==> src/rtl/multi_cycle_ctrl_pkg.sv <==
// Shared definitions for the multi-cycle MIPS controller: opcodes, state
// encodings, ALU/mux select codes and the bundle of Moore control outputs.
package multi_cycle_ctrl_pkg;

    // Instruction opcodes (IR[31:26])
    localparam logic [5:0] OP_R    = 6'b000000;
    localparam logic [5:0] OP_J    = 6'b000010;
    localparam logic [5:0] OP_BEQ  = 6'b000100;
    localparam logic [5:0] OP_BNE  = 6'b000101;
    localparam logic [5:0] OP_ADDI = 6'b001000;
    localparam logic [5:0] OP_LW   = 6'b100011;
    localparam logic [5:0] OP_SW   = 6'b101011;

    // FSM state encodings, also shown on the debug display
    localparam logic [3:0] S_IF   = 4'd0;
    localparam logic [3:0] S_ID   = 4'd1;
    localparam logic [3:0] S_MADR = 4'd2;
    localparam logic [3:0] S_MRD  = 4'd3;
    localparam logic [3:0] S_MWB  = 4'd4;
    localparam logic [3:0] S_MWR  = 4'd5;
    localparam logic [3:0] S_REXE = 4'd6;
    localparam logic [3:0] S_RWB  = 4'd7;
    localparam logic [3:0] S_BR   = 4'd8;
    localparam logic [3:0] S_JMP  = 4'd9;
    localparam logic [3:0] S_IEXE = 4'd10;
    localparam logic [3:0] S_IWB  = 4'd11;
    localparam logic [3:0] S_TRAP = 4'd15;

    // ALUOp codes
    localparam logic [1:0] ALUOP_ADD   = 2'b00;
    localparam logic [1:0] ALUOP_SUB   = 2'b01;
    localparam logic [1:0] ALUOP_FUNCT = 2'b10;

    // ALUSrcB codes
    localparam logic [1:0] SRCB_B      = 2'b00;
    localparam logic [1:0] SRCB_FOUR   = 2'b01;
    localparam logic [1:0] SRCB_IMM    = 2'b10;
    localparam logic [1:0] SRCB_IMMSH2 = 2'b11;

    // PCSource codes
    localparam logic [1:0] PCSRC_ALU    = 2'b00;
    localparam logic [1:0] PCSRC_ALUOUT = 2'b01;
    localparam logic [1:0] PCSRC_JUMP   = 2'b10;

    // Raw Moore outputs of one state, before step gating
    typedef struct packed {
        logic       pc_write;
        logic       pc_write_cond;
        logic       branch_ne;
        logic       iord;
        logic       mem_read;
        logic       mem_write;
        logic       ir_write;
        logic       mem_to_reg;
        logic       reg_dst;
        logic       reg_write;
        logic       alu_src_a;
        logic [1:0] alu_src_b;
        logic [1:0] alu_op;
        logic [1:0] pc_source;
    } ctrl_t;

    // States whose completion retires the current instruction
    function automatic logic is_retire_state(input logic [3:0] s);
        case (s)
            S_MWB, S_MWR, S_RWB, S_IWB, S_BR, S_JMP: is_retire_state = 1'b1;
            default:                                 is_retire_state = 1'b0;
        endcase
    endfunction

endpackage

==> src/rtl/mc_ctrl_decode.sv <==
// Combinational state-to-control decoder: the raw Moore outputs of each state.
module mc_ctrl_decode
    import multi_cycle_ctrl_pkg::*;
(
    input  logic [3:0] state_i,
    input  logic       is_bne_i,
    output ctrl_t      ctrl_o
);

    // Every output defaults to its inactive value; each state raises only its own
    always_comb begin
        ctrl_o           = '0;
        ctrl_o.alu_src_b = SRCB_B;
        ctrl_o.alu_op    = ALUOP_ADD;
        ctrl_o.pc_source = PCSRC_ALU;
        case (state_i)
            S_IF: begin
                ctrl_o.mem_read  = 1'b1;
                ctrl_o.ir_write  = 1'b1;
                ctrl_o.pc_write  = 1'b1;
                ctrl_o.alu_src_b = SRCB_FOUR;
            end
            S_ID: begin
                ctrl_o.alu_src_b = SRCB_IMMSH2;
            end
            S_MADR, S_IEXE: begin
                ctrl_o.alu_src_a = 1'b1;
                ctrl_o.alu_src_b = SRCB_IMM;
            end
            S_MRD: begin
                ctrl_o.mem_read = 1'b1;
                ctrl_o.iord     = 1'b1;
            end
            S_MWB: begin
                ctrl_o.reg_write  = 1'b1;
                ctrl_o.mem_to_reg = 1'b1;
            end
            S_MWR: begin
                ctrl_o.mem_write = 1'b1;
                ctrl_o.iord      = 1'b1;
            end
            S_REXE: begin
                ctrl_o.alu_src_a = 1'b1;
                ctrl_o.alu_op    = ALUOP_FUNCT;
            end
            S_RWB: begin
                ctrl_o.reg_write = 1'b1;
                ctrl_o.reg_dst   = 1'b1;
            end
            S_BR: begin
                ctrl_o.alu_src_a     = 1'b1;
                ctrl_o.alu_op        = ALUOP_SUB;
                ctrl_o.pc_write_cond = 1'b1;
                ctrl_o.pc_source     = PCSRC_ALUOUT;
                ctrl_o.branch_ne     = is_bne_i;
            end
            S_JMP: begin
                ctrl_o.pc_write  = 1'b1;
                ctrl_o.pc_source = PCSRC_JUMP;
            end
            S_IWB: begin
                ctrl_o.reg_write = 1'b1;
            end
            default: begin
            end
        endcase
    end

endmodule

==> src/rtl/multi_cycle_ctrl.sv <==
// Multi-cycle MIPS control unit: state register, opcode latch, step gating,
// sticky illegal-opcode trap and cycle/retired-instruction counters.
module multi_cycle_ctrl
    import multi_cycle_ctrl_pkg::*;
#(
    parameter int CNT_W   = 16,
    parameter bit EN_BNE  = 1'b1,
    parameter bit EN_ADDI = 1'b1
) (
    input  logic             clock,
    input  logic             reset,
    input  logic             step,
    input  logic [5:0]       opcode,
    output logic             PCWrite,
    output logic             PCWriteCond,
    output logic             BranchNE,
    output logic             IorD,
    output logic             MemRead,
    output logic             MemWrite,
    output logic             IRWrite,
    output logic             MemtoReg,
    output logic             RegDst,
    output logic             RegWrite,
    output logic             ALUSrcA,
    output logic [1:0]       ALUSrcB,
    output logic [1:0]       ALUOp,
    output logic [1:0]       PCSource,
    output logic [3:0]       state,
    output logic             instr_done,
    output logic             illegal,
    output logic [CNT_W-1:0] cycle_count,
    output logic [CNT_W-1:0] instr_count
);

    logic [3:0]       state_q, state_d;
    logic [5:0]       op_q, op_d;
    logic             illegal_q, illegal_d;
    logic [CNT_W-1:0] cyc_q, cyc_d;
    logic [CNT_W-1:0] ins_q, ins_d;
    logic             retire;
    ctrl_t            ctrl;

    // Dispatch target out of ID; disabled optional opcodes trap like unknown ones
    function automatic logic [3:0] id_target(input logic [5:0] op);
        case (op)
            OP_LW, OP_SW: id_target = S_MADR;
            OP_R:         id_target = S_REXE;
            OP_BEQ:       id_target = S_BR;
            OP_BNE:       id_target = EN_BNE ? S_BR : S_TRAP;
            OP_J:         id_target = S_JMP;
            OP_ADDI:      id_target = EN_ADDI ? S_IEXE : S_TRAP;
            default:      id_target = S_TRAP;
        endcase
    endfunction

    // Next-state logic; nothing moves unless step is high
    always_comb begin
        state_d = state_q;
        if (step) begin
            case (state_q)
                S_IF:    state_d = S_ID;
                S_ID:    state_d = id_target(opcode);
                S_MADR:  state_d = (op_q == OP_LW) ? S_MRD : S_MWR;
                S_MRD:   state_d = S_MWB;
                S_REXE:  state_d = S_RWB;
                S_IEXE:  state_d = S_IWB;
                S_MWB, S_MWR, S_RWB, S_IWB, S_BR, S_JMP: state_d = S_IF;
                S_TRAP:  state_d = S_TRAP;
                default: state_d = S_IF;
            endcase
        end
    end

    // Opcode latch, trap flag and counters
    always_comb begin
        retire    = step && is_retire_state(state_q);
        op_d      = (step && state_q == S_ID) ? opcode : op_q;
        illegal_d = illegal_q | (state_d == S_TRAP);
        cyc_d     = step ? cyc_q + CNT_W'(1) : cyc_q;
        ins_d     = retire ? ins_q + CNT_W'(1) : ins_q;
    end

    // Registered state; reset abandons any in-flight instruction
    always_ff @(posedge clock) begin
        if (reset) begin
            state_q   <= S_IF;
            op_q      <= '0;
            illegal_q <= 1'b0;
            cyc_q     <= '0;
            ins_q     <= '0;
        end else begin
            state_q   <= state_d;
            op_q      <= op_d;
            illegal_q <= illegal_d;
            cyc_q     <= cyc_d;
            ins_q     <= ins_d;
        end
    end

    mc_ctrl_decode u_decode (
        .state_i  (state_q),
        .is_bne_i (op_q == OP_BNE),
        .ctrl_o   (ctrl)
    );

    // Output drive; write enables only fire on stepped cycles
    always_comb begin
        PCWrite     = ctrl.pc_write & step;
        PCWriteCond = ctrl.pc_write_cond & step;
        BranchNE    = ctrl.branch_ne;
        IorD        = ctrl.iord;
        MemRead     = ctrl.mem_read;
        MemWrite    = ctrl.mem_write & step;
        IRWrite     = ctrl.ir_write & step;
        MemtoReg    = ctrl.mem_to_reg;
        RegDst      = ctrl.reg_dst;
        RegWrite    = ctrl.reg_write & step;
        ALUSrcA     = ctrl.alu_src_a;
        ALUSrcB     = ctrl.alu_src_b;
        ALUOp       = ctrl.alu_op;
        PCSource    = ctrl.pc_source;
        state       = state_q;
        instr_done  = retire & ~reset;
        illegal     = illegal_q;
        cycle_count = cyc_q;
        instr_count = ins_q;
    end

endmodule
==> config.mk <==
export PLATFORM = sky130hd
export DESIGN_NAME = multi_cycle_ctrl
export DESIGN_NICKNAME = d
export VERILOG_FILES = /design/src/rtl/multi_cycle_ctrl_pkg.sv /design/src/rtl/mc_ctrl_decode.sv /design/src/rtl/multi_cycle_ctrl.sv
export SDC_FILE = /design/constraint.sdc
export NUM_CORES = 1
export LEC_CHECK = 0
export ABC_AREA = 1
export BUFFER_PORTS_ARGS = -buffer_cell sky130_fd_sc_hd__buf_4
export CORE_MARGIN = 4
export CORE_UTILIZATION = 35
export CTS_CLUSTER_SIZE = 30
export DETAILED_ROUTE_END_ITERATION = 10
export PLACE_DENSITY = 0.59
export SYNTH_ARGS = -nofsm -noshare
export SYNTH_HDL_FRONTEND = slang
export SYNTH_HIERARCHICAL = 1
export SYNTH_SLANG_ARGS = --single-unit
export TNS_END_PERCENT = 100
==> constraint.sdc <==
create_clock -name clock -period 4.1 [get_ports clock]
set_input_delay 0.41 -clock clock [delete_from_list [all_inputs] [get_ports clock]]
set_output_delay 0.41 -clock clock [all_outputs]
set_load 0.02 [all_outputs]
==> metrics.txt <==
Max FO, Critical Path 12; area grow syn2layout 26.65%; # DRC 0; port bufs 63; Final min period 2.015 ns; vias in the first global route 2,241; CTS H-tree depth 2; die area 8508 µm²; total CTS buffers 5; Clock Skew ~0.0081 ns; ANT nets after route 0; Worst Tran Pin Value 0.6510 ns; clk buf depth 2; CORE AREA 6832 µm²; post-layout util 46.04%; min-delay worst type input pin to flop; post-synthesis sequential area ratio around 35%; CTS root buffer clkbuf_8; Worst Setup Start Kind flop; Post-synth top cells nand2_1 (74), inv_1 (62), nor2_1 (56); status completed; global-route wire length before repair 10,650 µm; Avg WL per Cell 11.52 µm; clock-pin slew on the worst setup and hold paths 0.08 ns; ratio of cells with drive above 1 in the final layout 20.62%; pre-CTS setup slack approximately 2.3 ns; EDFF count, synth 0; WL final 6304 µm; count leader, synth nand2_1; GPL Wtd Cong 0.8098; Initial Utilization 36.36%; crit share post-route 49.15%; hold buffers post-CTS 0; Final setup viols 0; largest area contributor in the netlist dfxtp_1; worst setup margin 2.085 ns; DP HPWL 4750 µm; Arr. time, crit path 1.61 ns; DRT Pass-1 Iters 4; latest clock arrival within the worst-skew pair 0.30 ns; FMAX 0.4963 GHz; largest net degree at the start of global routing 24; I/O pins between 60 and 70; Critical Path End Type output port; Max Slew Vio Count 0; Final Hold Fails 0; Net Count, Synth 398; DR iter-0 viols 144; ys async rst share 0%; Area contributors post-synth dfxtp_1 (35%), nand2_1 (11%), inv_1 (9.4%), nor2_1 (8.5%), a21oi_1 (5.8%); VDD IR max 0.1578 mV; synth warn 6; required time worst endpoint 3.69 ns; Congestion Overflow GR 0; FF+latch count, synth 43; initial antenna violation count 0; CTS sink cnt 43; Netlist cell types 34; antenna fix cells 0; Post-Synthesis Cells 387; vias post-DR 2,565; Max Cap Viol 0; Die Y approximately 92 µm; Syn Area/Cell ~6.4 µm²; post-CTS setup buffers 0; Setup Crit Path Kind flop to output port; Final Net Count approximately 460; gr usage total 15.25%; mapped cell area about 2500 µm²; CTS tree yes; area share of the largest cell type after synthesis 34.66%; PwrDens 282.3 nW/µm²; chip width 92.24 µm; RSZ-0062 raised after global routing false; P_leak 1.447 nW; Primary FF master, synth dfxtp_1; Post-CTS Resized 0; Rows 30; routed vias/inst 4.689; setup TNS 0 ns; Slew headroom 56.55%
==> logic make-up (layout without fill, tap and decap cells) <==
group,after synthesis,after routing,share of synthesized area (%)
AOI/OAI and AO/OA,64,64,13.85
xor gates and xnor gates,4,4,1.411
adders and majority gates,2,2,1.007
buffers and inverters,74,138,11.38
DFF,43,43,34.66
and+or+nand+nor,200,200,37.68
==> layer usage <==
metal / up-vias / track usage, % / share of wire (%)
met5: - / 0 / 0
met2: 51 / 23.42 / 46
met1: 1140 / 21.27 / 49
met4: 0 / 4.827 / 1.3
met3: 6 / 3.199 / 4.3
li1: 1368 / - / -
==> final cells by class <==
cell class / count / area (µm²)
inverter: 67 / 251.5
sequential: 43 / 860.8
timing repair buffer: 63 / 473.0
clock buffer: 8 / 100.1
fill: 752 / 3686
tap: 96 / 120.1
multi-input combinational: 270 / 1340
==> final timing paths <==
path / from / endpoint / slack (ns) / cells after the start
max: state[0] / instr_done / 2.08 / 5
max reg2reg: state[0] / instr_count[10] / 2.31 / 7
min reg2reg: op_q[4] / op_q[4] / 0.46 / 2
min: opcode[1] / op_q[1] / 0.41 / 3
==> registers in the layout, indices dropped and copies added, names as in the netlist <==
| name | count |
|---|---|
| instr_count | 16 |
| illegal | 1 |
| op_q | 6 |
| state | 4 |
| cycle_count | 16 |
==> through the flow <==
| step | cell area (µm²) | total power, mW | std cells | hold WS, ns |
|---|---|---|---|---|
| global route | 3146 | 0.9392 | 547 | 0.4241 |
| finish | 3146 | 0.8881 | 547 | 0.4115 |
| global placement | 3045 | 0.6014 | 539 | 0.4492 |
| floorplan | 2484 | 0.5469 | 387 | 0.4290 |
| CTS | 3146 | 0.8992 | 547 | 0.4037 |
| detailed placement | 3045 | 0.6018 | 539 | 0.4537 |
==> cells in the final DEF, fill, tap and decap left out, drive strengths merged <==
cell	instances
nor3	15
a31oi	2
inv	66
clkinv	1
o22ai	1
dfxtp	43
xor2	3
o21a	2
a21oi	29
nand2	80
nand4	10
o21ai	26
nor2	61
o31a	1
clkbuf	8
nand3b	1
o21bai	3
buf	63
nor4	4
nand3	28
xnor2	1
nor3b	1
ha	2
==> report_power, final <==
group          internal, mW  total (mW)  switching (mW)
clock network         0.154       0.298           0.144
registers             0.427       0.440          0.0136
logic                0.0553       0.150          0.0947
total                 0.636       0.888           0.252
==> critical path, stage by stage, from the launching register on <==
cell	delay [ns]
dfxtp_1	0.57
inv_1	0.08
nand2_1	0.15
nand3_2	0.21
nor2_1	0.14
buf_4	0.15
Power figures use the tool's default switching activity.
